### config.mk
export PLATFORM = sky130hd
export DESIGN_NAME = tmds_encoder_multi
export DESIGN_NICKNAME = d
export VERILOG_FILES = /design/src/rtl/tmds_encoder_multi.sv
export SDC_FILE = /design/constraint.sdc
export NUM_CORES = 1
export LEC_CHECK = 0
export BUFFER_PORTS_ARGS = -buffer_cell sky130_fd_sc_hd__buf_4
export CORE_MARGIN = 2
export CORE_UTILIZATION = 35
export CTS_BUF_LIST = sky130_fd_sc_hd__clkbuf_4
export DETAILED_ROUTE_END_ITERATION = 6
export SETUP_SLACK_MARGIN = 0.5
export SLEW_MARGIN = 15
export SYNTH_ARGS = -nofsm -noshare
export SYNTH_HDL_FRONTEND = slang
export SYNTH_SLANG_ARGS = --single-unit
### constraint.sdc
create_clock -name i_clk -period 7.9 [get_ports i_clk]
set_clock_uncertainty 0.2 [all_clocks]
set_input_delay 0.79 -clock i_clk [delete_from_list [all_inputs] [get_ports i_clk]]
set_output_delay 0.79 -clock i_clk [all_outputs]
set_load 0.02 [all_outputs]
### src/rtl/tmds_encoder_multi.sv
// tmds_encoder_multi
//   Multi-lane TMDS encoder for the HDMI output path. All NCH lanes are
//   encoded in lock-step from one shared period type. The pipeline is three
//   i_ce-qualified stages:
//     stage 1 registers the inputs and the pixel transition-minimised word q_m,
//     stage 2 applies the running-disparity choice and builds the non-pixel
//             symbol,
//     stage 3 selects the symbol by period type and applies the bit order.
//   The running disparity is forced to 0 whenever stage 2 carries a
//   non-pixel period, so every video period starts balanced.
// Ports
//   i_clk        pixel clock
//   i_reset      asynchronous active-high reset
//   i_ce         pipeline advance enable; all state holds while low
//   i_dtype      00 guard band, 01 control, 10 data island (TERC4), 11 pixel
//   i_di_guard   with dtype 00: 0 video guard band, 1 data-island guard band
//   i_ctl        per-lane {C1,C0}
//   i_aux        per-lane TERC4 nibble
//   i_data       per-lane pixel byte
//   o_word       per-lane 10-bit symbol, lane k at [10k+9:10k]
//   o_disparity  per-lane signed running disparity after the symbol on o_word
module tmds_encoder_multi #(
    parameter int NCH            = 3,
    parameter bit OPT_BITREVERSE = 1'b1
) (
    input  logic               i_clk,
    input  logic               i_reset,
    input  logic               i_ce,
    input  logic [1:0]         i_dtype,
    input  logic               i_di_guard,
    input  logic [2*NCH-1:0]   i_ctl,
    input  logic [4*NCH-1:0]   i_aux,
    input  logic [8*NCH-1:0]   i_data,
    output logic [10*NCH-1:0]  o_word,
    output logic [5*NCH-1:0]   o_disparity
);

    localparam logic [1:0] DT_GUARD  = 2'b00;
    localparam logic [1:0] DT_CTL    = 2'b01;
    localparam logic [1:0] DT_ISLAND = 2'b10;
    localparam logic [1:0] DT_PIXEL  = 2'b11;

    localparam logic [9:0] SYM_CTL0 = 10'b1101010100;
    localparam logic [9:0] GB_A     = 10'b1011001100;
    localparam logic [9:0] GB_B     = 10'b0100110011;

    function automatic logic [9:0] ctl_sym(input logic [1:0] c);
        logic [9:0] s;
        case (c)
            2'b00:   s = 10'b1101010100;
            2'b01:   s = 10'b0010101011;
            2'b10:   s = 10'b0101010100;
            2'b11:   s = 10'b1010101011;
            default: s = 10'b1101010100;
        endcase
        return s;
    endfunction

    function automatic logic [9:0] terc4_sym(input logic [3:0] n);
        logic [9:0] s;
        case (n)
            4'h0:    s = 10'b1010011100;
            4'h1:    s = 10'b1001100011;
            4'h2:    s = 10'b1011100100;
            4'h3:    s = 10'b1011100010;
            4'h4:    s = 10'b0101110001;
            4'h5:    s = 10'b0100011110;
            4'h6:    s = 10'b0110001110;
            4'h7:    s = 10'b0100111100;
            4'h8:    s = 10'b1011001100;
            4'h9:    s = 10'b0100111001;
            4'hA:    s = 10'b0110011100;
            4'hB:    s = 10'b1011000110;
            4'hC:    s = 10'b1010001110;
            4'hD:    s = 10'b1001110001;
            4'hE:    s = 10'b0101100011;
            4'hF:    s = 10'b1011000011;
            default: s = 10'b1010011100;
        endcase
        return s;
    endfunction

    function automatic logic [3:0] ones8(input logic [7:0] v);
        logic [3:0] c;
        c = 4'd0;
        for (int i = 0; i < 8; i++) begin
            c = c + {3'b000, v[i]};
        end
        return c;
    endfunction

    // Transition-minimised word; bit 8 set means the XOR chain was used.
    function automatic logic [8:0] qm_encode(input logic [7:0] d);
        logic [8:0] q;
        logic       use_xnor;
        logic [3:0] n1;
        n1       = ones8(d);
        use_xnor = (n1 > 4'd4) || ((n1 == 4'd4) && (d[0] == 1'b0));
        q        = 9'd0;
        q[0]     = d[0];
        for (int i = 1; i < 8; i++) begin
            if (use_xnor) begin
                q[i] = ~(q[i-1] ^ d[i]);
            end else begin
                q[i] = q[i-1] ^ d[i];
            end
        end
        q[8] = ~use_xnor;
        return q;
    endfunction

    // Reversed order puts symbol bit 9 at word bit 0 so the serialiser sends MSB-first.
    function automatic logic [9:0] bit_order(input logic [9:0] s);
        logic [9:0] r;
        r = s;
        if (OPT_BITREVERSE) begin
            for (int j = 0; j < 10; j++) begin
                r[j] = s[9-j];
            end
        end else begin
            r = s;
        end
        return r;
    endfunction

    // Stage 1 state
    logic [1:0]         s1_dtype_q;
    logic               s1_di_guard_q;
    logic [2*NCH-1:0]   s1_ctl_q;
    logic [4*NCH-1:0]   s1_aux_q;
    logic [8:0]         s1_qm_q [NCH];
    logic [8:0]         s1_qm_d [NCH];

    // Stage 2 state
    logic [1:0]         s2_dtype_q;
    logic [9:0]         s2_pix_q [NCH];
    logic [9:0]         s2_pix_d [NCH];
    logic [9:0]         s2_oth_q [NCH];
    logic [9:0]         s2_oth_d [NCH];
    logic signed [4:0]  cnt_q    [NCH];
    logic signed [4:0]  cnt_d    [NCH];

    // Stage 2 working values
    logic [3:0]         n1_s     [NCH];
    logic [3:0]         n0_s     [NCH];
    logic signed [4:0]  diff_s   [NCH];
    logic signed [4:0]  pix_cnt_s[NCH];

    // Stage 3 state
    logic [10*NCH-1:0]  word_q, word_d;
    logic [5*NCH-1:0]   disp_q, disp_d;

    // Stage 1: per-lane q_m from the raw pixel byte.
    always_comb begin
        for (int k = 0; k < NCH; k++) begin
            s1_qm_d[k] = qm_encode(i_data[8*k +: 8]);
        end
    end

    // Stage 2: disparity-driven pixel symbol and next running disparity.
    always_comb begin
        for (int k = 0; k < NCH; k++) begin
            n1_s[k]   = ones8(s1_qm_q[k][7:0]);
            n0_s[k]   = 4'd8 - n1_s[k];
            diff_s[k] = $signed({1'b0, n1_s[k]}) - $signed({1'b0, n0_s[k]});
            if ((cnt_q[k] == 5'sd0) || (n1_s[k] == n0_s[k])) begin
                s2_pix_d[k]  = {~s1_qm_q[k][8], s1_qm_q[k][8],
                                s1_qm_q[k][8] ? s1_qm_q[k][7:0] : ~s1_qm_q[k][7:0]};
                pix_cnt_s[k] = cnt_q[k] + (s1_qm_q[k][8] ? diff_s[k] : -diff_s[k]);
            end else if (((cnt_q[k] > 5'sd0) && (n1_s[k] > n0_s[k])) ||
                         ((cnt_q[k] < 5'sd0) && (n0_s[k] > n1_s[k]))) begin
                s2_pix_d[k]  = {1'b1, s1_qm_q[k][8], ~s1_qm_q[k][7:0]};
                pix_cnt_s[k] = cnt_q[k] + (s1_qm_q[k][8] ? 5'sd2 : 5'sd0) - diff_s[k];
            end else begin
                s2_pix_d[k]  = {1'b0, s1_qm_q[k][8], s1_qm_q[k][7:0]};
                pix_cnt_s[k] = cnt_q[k] + (s1_qm_q[k][8] ? diff_s[k] : diff_s[k] - 5'sd2);
            end
            // Outside video the count is parked at zero so the next period starts balanced.
            if (s1_dtype_q == DT_PIXEL) begin
                cnt_d[k] = pix_cnt_s[k];
            end else begin
                cnt_d[k] = 5'sd0;
            end
        end
    end

    // Stage 2: control, TERC4 and guard-band symbols.
    always_comb begin
        for (int k = 0; k < NCH; k++) begin
            s2_oth_d[k] = SYM_CTL0;
            case (s1_dtype_q)
                DT_GUARD: begin
                    if (s1_di_guard_q) begin
                        // Lane 0 keeps carrying sync inside the island guard band.
                        if (k == 0) begin
                            s2_oth_d[k] = terc4_sym({2'b11, s1_ctl_q[1:0]});
                        end else begin
                            s2_oth_d[k] = GB_B;
                        end
                    end else begin
                        if (k == 1) begin
                            s2_oth_d[k] = GB_B;
                        end else begin
                            s2_oth_d[k] = GB_A;
                        end
                    end
                end
                DT_CTL:    s2_oth_d[k] = ctl_sym(s1_ctl_q[2*k +: 2]);
                DT_ISLAND: s2_oth_d[k] = terc4_sym(s1_aux_q[4*k +: 4]);
                default:   s2_oth_d[k] = SYM_CTL0;
            endcase
        end
    end

    // Stage 3: period-type mux, bit order, disparity aligned with its symbol.
    always_comb begin
        word_d = '0;
        disp_d = '0;
        for (int k = 0; k < NCH; k++) begin
            if (s2_dtype_q == DT_PIXEL) begin
                word_d[10*k +: 10] = bit_order(s2_pix_q[k]);
            end else begin
                word_d[10*k +: 10] = bit_order(s2_oth_q[k]);
            end
            disp_d[5*k +: 5] = cnt_q[k];
        end
    end

    // Pipeline registers for all three stages; reset idles on control 00.
    always_ff @(posedge i_clk or posedge i_reset) begin
        if (i_reset) begin
            s1_dtype_q    <= DT_CTL;
            s1_di_guard_q <= 1'b0;
            s1_ctl_q      <= '0;
            s1_aux_q      <= '0;
            s2_dtype_q    <= DT_CTL;
            for (int k = 0; k < NCH; k++) begin
                s1_qm_q[k]         <= 9'd0;
                s2_pix_q[k]        <= 10'd0;
                s2_oth_q[k]        <= SYM_CTL0;
                cnt_q[k]           <= 5'sd0;
                word_q[10*k +: 10] <= bit_order(SYM_CTL0);
            end
            disp_q <= '0;
        end else if (i_ce) begin
            s1_dtype_q    <= i_dtype;
            s1_di_guard_q <= i_di_guard;
            s1_ctl_q      <= i_ctl;
            s1_aux_q      <= i_aux;
            s2_dtype_q    <= s1_dtype_q;
            for (int k = 0; k < NCH; k++) begin
                s1_qm_q[k]  <= s1_qm_d[k];
                s2_pix_q[k] <= s2_pix_d[k];
                s2_oth_q[k] <= s2_oth_d[k];
                cnt_q[k]    <= cnt_d[k];
            end
            word_q <= word_d;
            disp_q <= disp_d;
        end
    end

    assign o_word      = word_q;
    assign o_disparity = disp_q;

endmodule

# Yosys cells after proc, flatten, opt, wreduce, memory -nomap -nowiden
# Memories as Yosys holds them, arrays and structs flattened.
# Cells that the tools add are included.
[classes]
n_addsub = 66
eq_ne = 19
bitwise_logic = 54
n_lt_le_gt_ge = 15
n_reduce_logical = 25
n_mux = 60
[ops]
columns = ["op", "n"]
rows = [
  ["$pmux W10 S4", 4],
  ["$mux W10", 11],
  ["$add A4 B1 Y4", 24],
  ["$pmux W10 S3", 3],
  ["$mux W5", 15],
  ["$add A5 B5 Y5", 6],
  ["$not A1 Y1", 30],
  ["$add A3 B1 Y4", 6],
  ["$gt A4 B4 Y1", 6],
  ["$mux W8", 3],
  ["$not A8 Y8", 3],
  ["$mux W1", 21],
  ["$xor A1 B1 Y1", 21],
  ["$add A2 B1 Y3", 6],
  ["$eq A2 B2 Y1 const B", 9],
  ["$add A5 B3 Y5", 3],
  ["$gt A5 B1 Y1 const B", 3],
  ["$logic_not A5 Y1", 3],
  ["$lt A5 B1 Y1 const B", 3],
  ["$neg A5 Y5", 3],
  ["$sub A4 B4 Y5", 3],
  ["$sub A5 B3 Y5 const B", 3],
  ["$sub A5 B5 Y5", 3],
  ["$add A1 B1 Y2", 6],
  ["other kinds (9)", 41],
]
[totals]
reg_bits = 170
out_inout_bits = 45
mem_bits_ro = 480
n_memories = 3
word_cells = 261
in_bits = 48
[mem_list]
columns = ["memory", "depth", "width", "rd", "rd_ports_with_merged_regs", "write_ports", "line", "text"]
rows = [
  ["(name not given)", 16, 10, 1, 0, 0, "61", "case (n)"],
  ["(name not given)", 16, 10, 1, 0, 0, "61", ""],
  ["(name not given)", 16, 10, 1, 0, 0, "61", ""],
]

# Longest topological paths before layout
# Gate-level depths: netlist of the first run.
[logic_depth]
depth_word = 29
depth_mapped = 22
mapped_depth_nobuf = 20

# Worst setup path after synthesis of the first run
# No wires, ideal clock.
[synth_timing]
path_kind = "flip-flop to flip-flop"
startpoint = "register s1_qm_q[0] in the netlist's numbering"
endpoint = "register cnt_q[4] in the netlist's numbering"
synth_period_minus_slack_ns = 5.614
setup_ns = 0.134
required_time_ns = 7.566
setup_slack_ns = 2.286
stages_incl_launch_ff = 23
arrival_ns = 5.280
cell_sequence = "dfrtp_1 inv_1 fa_1 fa_1 fa_1 inv_1 ha_1 fa_1 buf_2 nor2_1 inv_1 ha_1 clkbuf_1 a21oi_1 o22ai_1 xnor2_1 ha_1 a21oi_1 xor2_1 a21oi_1 a31o_2 o311ai_0 o211ai_1"
[synth_between]
elab_chain_len = 15
[synth_rtl]
columns = ["item", "line", "text"]
rows = [
  ["start: declaration", "131", "logic [8:0] s1_qm_q [NCH];"],
  ["start signal: indexed assignment", "252", "s1_qm_q[k] <= s1_qm_d[k];"],
  ["$add A1 B1 Y2 *", "87", "c = c + {3'b000, v[i]};"],
  ["$add A2 B1 Y3 *", "87", ""],
  ["$add A3 B1 Y4 *", "87", ""],
  ["$add A4 B1 Y4 * (4 in a row)", "87", ""],
  ["$sub A4 B4 Y4", "164", "n0_s[k] = 4'd8 - n1_s[k];"],
  ["$sub A4 B4 Y5", "165", "diff_s[k] = $signed({1'b0, n1_s[k]}) - $signed({1'b0, n0_s[k]});"],
  ["$sub A5 B3 Y5", "176", "pix_cnt_s[k] = cnt_q[k] + (s1_qm_q[k][8] ? diff_s[k] : diff_s[k] - 5'sd2);"],
  ["$mux W5", "176", ""],
  ["$add A5 B5 Y5", "176", ""],
  ["$mux W5", "170", "end else if (((cnt_q[k] > 5'sd0) && (n1_s[k] > n0_s[k])) ||"],
  ["$mux W5 *", "166", "if ((cnt_q[k] == 5'sd0) || (n1_s[k] == n0_s[k])) begin"],
  ["$mux W5 *", "179", "if (s1_dtype_q == DT_PIXEL) begin"],
  ["end signal: indexed assignment", "255", "cnt_q[k] <= cnt_d[k];"],
  ["end: declaration", "140", "logic signed [4:0] cnt_q [NCH];"],
]
# Every way passes the cells marked *; elsewhere a longest branch is shown, timed or not.
# A chain may end at the register's enable or synchronous reset.

# Worst setup path after layout of the first run
# Ends and elaborated chain as after synthesis.

==> qor.yml, run 1 <==
cts_sinks: 170
yosys.area.top_type_share: 0.291
cts_root_buf: "clkbuf_4"
grt_pass1_vias: 8582
drtIter0Drc: 600
worstPathArrival_ns: 6.33
synth_common_cells: "dfrtp_1 (138), a21oi_1 (125), inv_1 (124), nor2_1 (115), ha_1 (95)"
drc: 0
slowest_delay_ns: 0.58
synth_cell_type_count: 71
layout_setup_ws_ns: 1.88
die_h_um: 188
syn_nets: 1416
ant_nets: 0
ys_async_sr_fraction: 1.00
antenna_found_initial: 1
synth_largest_area_cell: "dfrtp_1"
cts_resized: 0
dieArea_um2: 35400
drive_gt1_frac: 0.175
insertion_delay_ns: 0.61
slew_headroom: 0.352
timing.rr.start: "s1_qm_q[0]$_DFFE_PP0P_"
dr.pass1.iters: 5
path_clk_slew_ns: 0.16
initial_core_util: 0.354
post-route-period-util: 0.762
critical_path_buf_inv_count: 3
postCtsHoldBufs: 0
path_depth: 20
cp_top_family: "adder cells"
grtUsageTotal: 0.156
grt_first_pass_wirelength_um: 44900
portBuffers: 92
cts.path.max_buffers: 2
crit_start: "s1_qm_q[0]$_DFFE_PP0P_"
startpoint_type: "flop"
post-place-ws_ns: 1.96
synth_area_um2: 11900
finalSetupViolations: 0
cap_viol_max_count: 0
routed_wl_um: 26500
synth-edff-count: 0
coreArea_um2: 33400
hold_viol: 0
required_ns: 8.21
ys_seq_area_frac: 0.362
ff2ff_path_depth: 20
worstPathCellList: "inv_1 -> fa_1 -> fa_1 -> fa_1 -> inv_1 -> ha_1 -> fa_1 -> nor2_1 -> inv_1 -> ha_1 -> a21oi_1 -> o22ai_1 -> xnor2_1 -> ha_1 -> a21oi_1 -> xor2_1 -> a21oi_1 -> a31o_2 -> o311ai_0 -> o211ai_1"
finalSetupTns_ns: 0
grt_max_degree: 165
crit_slowest_cell: "fa_1"
postCtsSetupRepairBufs: 0
area_delta_synth_final_pct: 11.7
avgSynthCellArea_um2: 9.58
cts_tree: "yes"
status: "complete, no violations"
htree_levels: 4
synthTopCellsByArea: "dfrtp_1 (29%), ha_1 (10%), dfstp_2 (7.1%)"
end_kind: "flop"
path_common_cell: "fa_1"
hold_slack_ns: 0.150
rsz0062_at_grt: "false"
synth.most_common_cell: "dfrtp_1"
numCtsBuffers: 17
wl_per_cell_um: 15.1
die_x_um: 188
synthFlopType: "dfrtp_1"
vias: 8629
finalWeightedCongestion: 0.833
final_nets: 1473
critPathMaxFanout: 11
min_path_type: "in -> async"
period_minus_slack_ns: 6.02
rows: 67
final_max_slew_viol_count: 0
num_io_pins: 93
fmax_ghz: 0.166
ys_ff_latch: 170
hpwl_um: 19300
path_class: "reg -> reg"
syn_inst: 1237
grt-ovfl-total: 0
viasPerCell: 4.91
tightest_slew_ns: 0.972
yosys_warnings: 0
## flip-flops by register name, summed over array words and instances (netlist names)
name           cells
s2_pix_q          30
s2_oth_q          30
s1_aux_q          12
s1_dtype_q         2
s1_qm_q           27
cnt_q             15
o_disparity       15
o_word            30
s2_dtype_q         2
s1_ctl_q           6
s1_di_guard_q      1
## per-layer routing
metal / wire [um] / GRT usage / up-vias
li1: - / - / 4327
met1: 13400 / 0.227 / 4135
met2: 11900 / 0.238 / 147
met3: 940 / 0.0277 / 20
met4: 292 / 0.0379 / 0
met5: 0 / 0 / -
## cell families (layout without fill, tap and decap cells)
logic type / Yosys count / count (layout) / synth area share
AND/OR/NAND/NOR: 254 / 254 / 0.0975
other: 0 / 1 / 0
AO/OA/AOI/OAI: 303 / 303 / 0.156
XOR/XNOR: 92 / 92 / 0.0699
buffers and inverters: 186 / 256 / 0.0616
multiplexers: 101 / 101 / 0.0916
adder cells (fa/ha/maj): 131 / 131 / 0.161
flip-flops: 170 / 170 / 0.362
## worst register-to-register path, delay by kind of cell (launching register included)
family | cells | cell delay [ns]
adder cells (fa/ha/maj) | 7 | 3.06
buffers and inverters | 3 | 0.26
AND/OR/NAND/NOR | 1 | 0.28
flip-flops | 1 | 0.41
XOR/XNOR | 2 | 0.30
AO/OA/AOI/OAI | 7 | 1.43
## cell type report
| type | count | area (um^2) |
|---|---|---|
| repair buffers | 97 | 747 |
| clock inverters | 12 | 173 |
| inverters | 127 | 482 |
| fillers | 3340 | 20200 |
| diodes | 1 | 2.50 |
| multi-input cells | 881 | 6830 |
| well taps | 448 | 561 |
| clock buffers | 20 | 150 |
| flip-flops and latches | 170 | 4290 |
## worst paths after layout
kind                                            to  slack, ns
setup / recovery              cnt_q[4]$_DFFE_PP0P_       1.88
hold / removal             s1_aux_q[5]$_DFFE_PP0P_       0.15
setup reg to reg              cnt_q[4]$_DFFE_PP0P_       1.88
hold reg to reg            s2_pix_q[7]$_DFFE_PP0P_       0.29
max in group asynchronous  s1_aux_q[1]$_DFFE_PP0P_       5.82
min in group i_clk         s1_aux_q[5]$_DFFE_PP0P_       0.18
## cell usage in the layout, fill, tap and decap left out, drive strengths merged, types with 57 or more instances in the layout
cell type and count:
o21ai 77, ha 95, mux2i 57, inv 126, nand2 64, buf 96, a21oi 126, xnor2 63
nor2 117, dfrtp 138
## per-stage QoR
stage                     area (um^2)   util  cells
final                           13200  0.396   1756
after global routing            13200  0.396   1756
after CTS                       13200  0.396   1755
after detailed placement        12900  0.386   1723
after global placement          12900  0.386   1723
after floorplan                 11900      -   1237
Power of run 1 is not shown: default switching activity piles up to over one toggle a cycle in this logic, so the estimate is an artifact.
==> run 2: changes to the inputs <==
Clock period 7.9 ns to 5.95 ns, I/O delays scaled along.
==> run 2 against run 1 <==
  * Register-to-register slack worse by 1.2 ns
  * Critical path type unchanged
  * Core utilization is 1.4 points higher
  * Critical endpoint unchanged
  * Clock-buffer cell count is 3 lower
  * Final cell count is 2.3% higher
  * Design area is 3.5% higher
  * Setup slack worse by 1.2 ns
  * Non-clock buffer count is 40 higher
  * Critical path depth stayed put
  * Sequential cell count stayed put
  * Via count is 3.1% higher
==> qor.yml, run 2 (same netlist as run 1, synthesis figures left out) <==
final_common_cell: "dfrtp_1"
numCtsBuffers: 17
slew_headroom: 0.382
final_max_slew_viol_count: 0
post-route-util: 0.410
drtIter0Drc: 528
dr.pass1.iters: 5
hold_viol: 0
finalSetupTns_ns: 0
rows: 67
status: "complete, no violations"
antenna_found_initial: 1
dieArea_um2: 35400
final_nets: 1513
path_clk_slew_ns: 0.15
timing.rr.start: "s1_qm_q[0]$_DFFE_PP0P_"
num_io_pins: 93
cap_viol_max_count: 0
startpoint_type: "flop"
period_minus_slack_ns: 5.30
wl_per_cell_um: 14.9
min_path_type: "in -> reg"
worstPathArrival_ns: 5.59
drive_gt1_frac: 0.200
tightest_slew_ns: 0.927
finalWeightedCongestion: 0.853
drc: 0
hpwl_um: 19300
grt_pass1_vias: 8717
cts_root_buf: "clkbuf_4"
vias: 8898
required_ns: 6.24
path_class: "reg -> reg"
cts.path.max_buffers: 2
cts_tree: "yes"
grt-ovfl-total: 0
final_cell_mix: "dfrtp_1 (138), a21oi_1 (121), inv_1 (120), buf_4 (113), nor2_1 (112)"
critPathCapture: "cnt_q[4]$_DFFE_PP0P_"
grt_first_pass_wirelength_um: 44800
cts_sinks: 170
crit_start: "s1_qm_q[0]$_DFFE_PP0P_"
htree_levels: 4
grtUsageTotal: 0.155
coreArea_um2: 33400
reg2reg_slack_ns: 0.65
critPathMaxFanout: 9
end_kind: "flop"
die_x_um: 188
die_h_um: 188
initial_core_util: 0.354
viasPerCell: 4.95
fmax_ghz: 0.189
ff2ff_path_depth: 20
portBuffers: 92
finalSetupViolations: 0
insertion_delay_ns: 0.61
area_delta_synth_final_pct: 15.6
post-route-period-util: 0.890
rsz0062_at_grt: "true"
grt_max_degree: 125
routed_wl_um: 26800
ant_nets: 0
r2r-end: "cnt_q[4]$_DFFE_PP0P_"
==> run 2: metrics by stage <==
stage	instances	cell area [um^2]	hold slack [ns]	worst slack [ns]
6_report	1796	13700	0.0634	0.654
2_1_floorplan	1237	11900	0.242	0.510
3_5_place_dp	1726	12900	0.266	0.113
4_1_cts	1781	13500	0.00916	0.452
5_1_grt	1796	13700	0.0383	0.406
3_3_place_gp	1726	12900	0.255	0.339
==> run 2: repair_timing <==
action | CTS | global route
endpoints found under the hold margin | 69 | 0
pin swaps | 3 | 14
gates cloned | 0 | 0
hold buffers | 21 | 0
setup endpoints to repair | 19 | 23
setup buffers | 2 | 14
gates resized for setup | 11 | 18
==> run 2: worst min path at each step <==
stage / startpoint / endpoint / slack (ns) / depth (start not counted)
finish: i_data[8] / s1_qm_q[9]$_DFFE_PP0P_ / 0.06 / 3
global route: i_data[8] / s1_qm_q[9]$_DFFE_PP0P_ / 0.04 / 3
CTS: i_data[8] / s1_qm_q[9]$_DFFE_PP0P_ / 0.009 / 3
detailed placement: s2_oth_q[18]$_DFFE_PP1P_ / s2_oth_q[18]$_DFFE_PP1P_ / 0.27 / 2
global placement: s1_qm_q[3]$_DFFE_PP0P_ / s2_pix_q[3]$_DFFE_PP0P_ / 0.26 / 1
floorplan: s1_qm_q[1]$_DFFE_PP0P_ / s2_pix_q[1]$_DFFE_PP0P_ / 0.24 / 1
==> run 2: area by class of cell <==
type	count	area (um^2)
fillers	3251	19700
multi-input cells	881	6970
flip-flops and latches	170	4290
repair buffers	137	1110
well taps	448	561
inverters	127	482
clock inverters	15	156
clock buffers	17	128
diodes	1	2.50
==> run 2: routing by layer <==
| layer | vias up | GRT usage | share of wire |
|---|---|---|---|
| met2 | 142 | 0.241 | 0.46 |
| met5 | - | 0 | 0 |
| met3 | 20 | 0.0264 | 0.032 |
| met4 | 0 | 0.0421 | 0.012 |
| met1 | 4335 | 0.221 | 0.49 |
| li1 | 4401 | - | - |
==> run 2: worst max-delay path, stage by stage, from the launching register on <==
cell and delay, ns:
dfrtp_1 0.41, inv_1 0.09, fa_1 0.56, fa_1 0.43, fa_1 0.50, inv_1 0.05, ha_1 0.20, fa_2 0.47
nor2_4 0.16, inv_2 0.08, ha_4 0.31, a21oi_2 0.07, o22ai_2 0.24, buf_4 0.16, xnor2_1 0.11, ha_1 0.28
a21oi_2 0.15, xnor2_1 0.10, a31o_2 0.26, o311ai_2 0.25, o211ai_1 0.11
Power of run 2 is left out for the same reason.
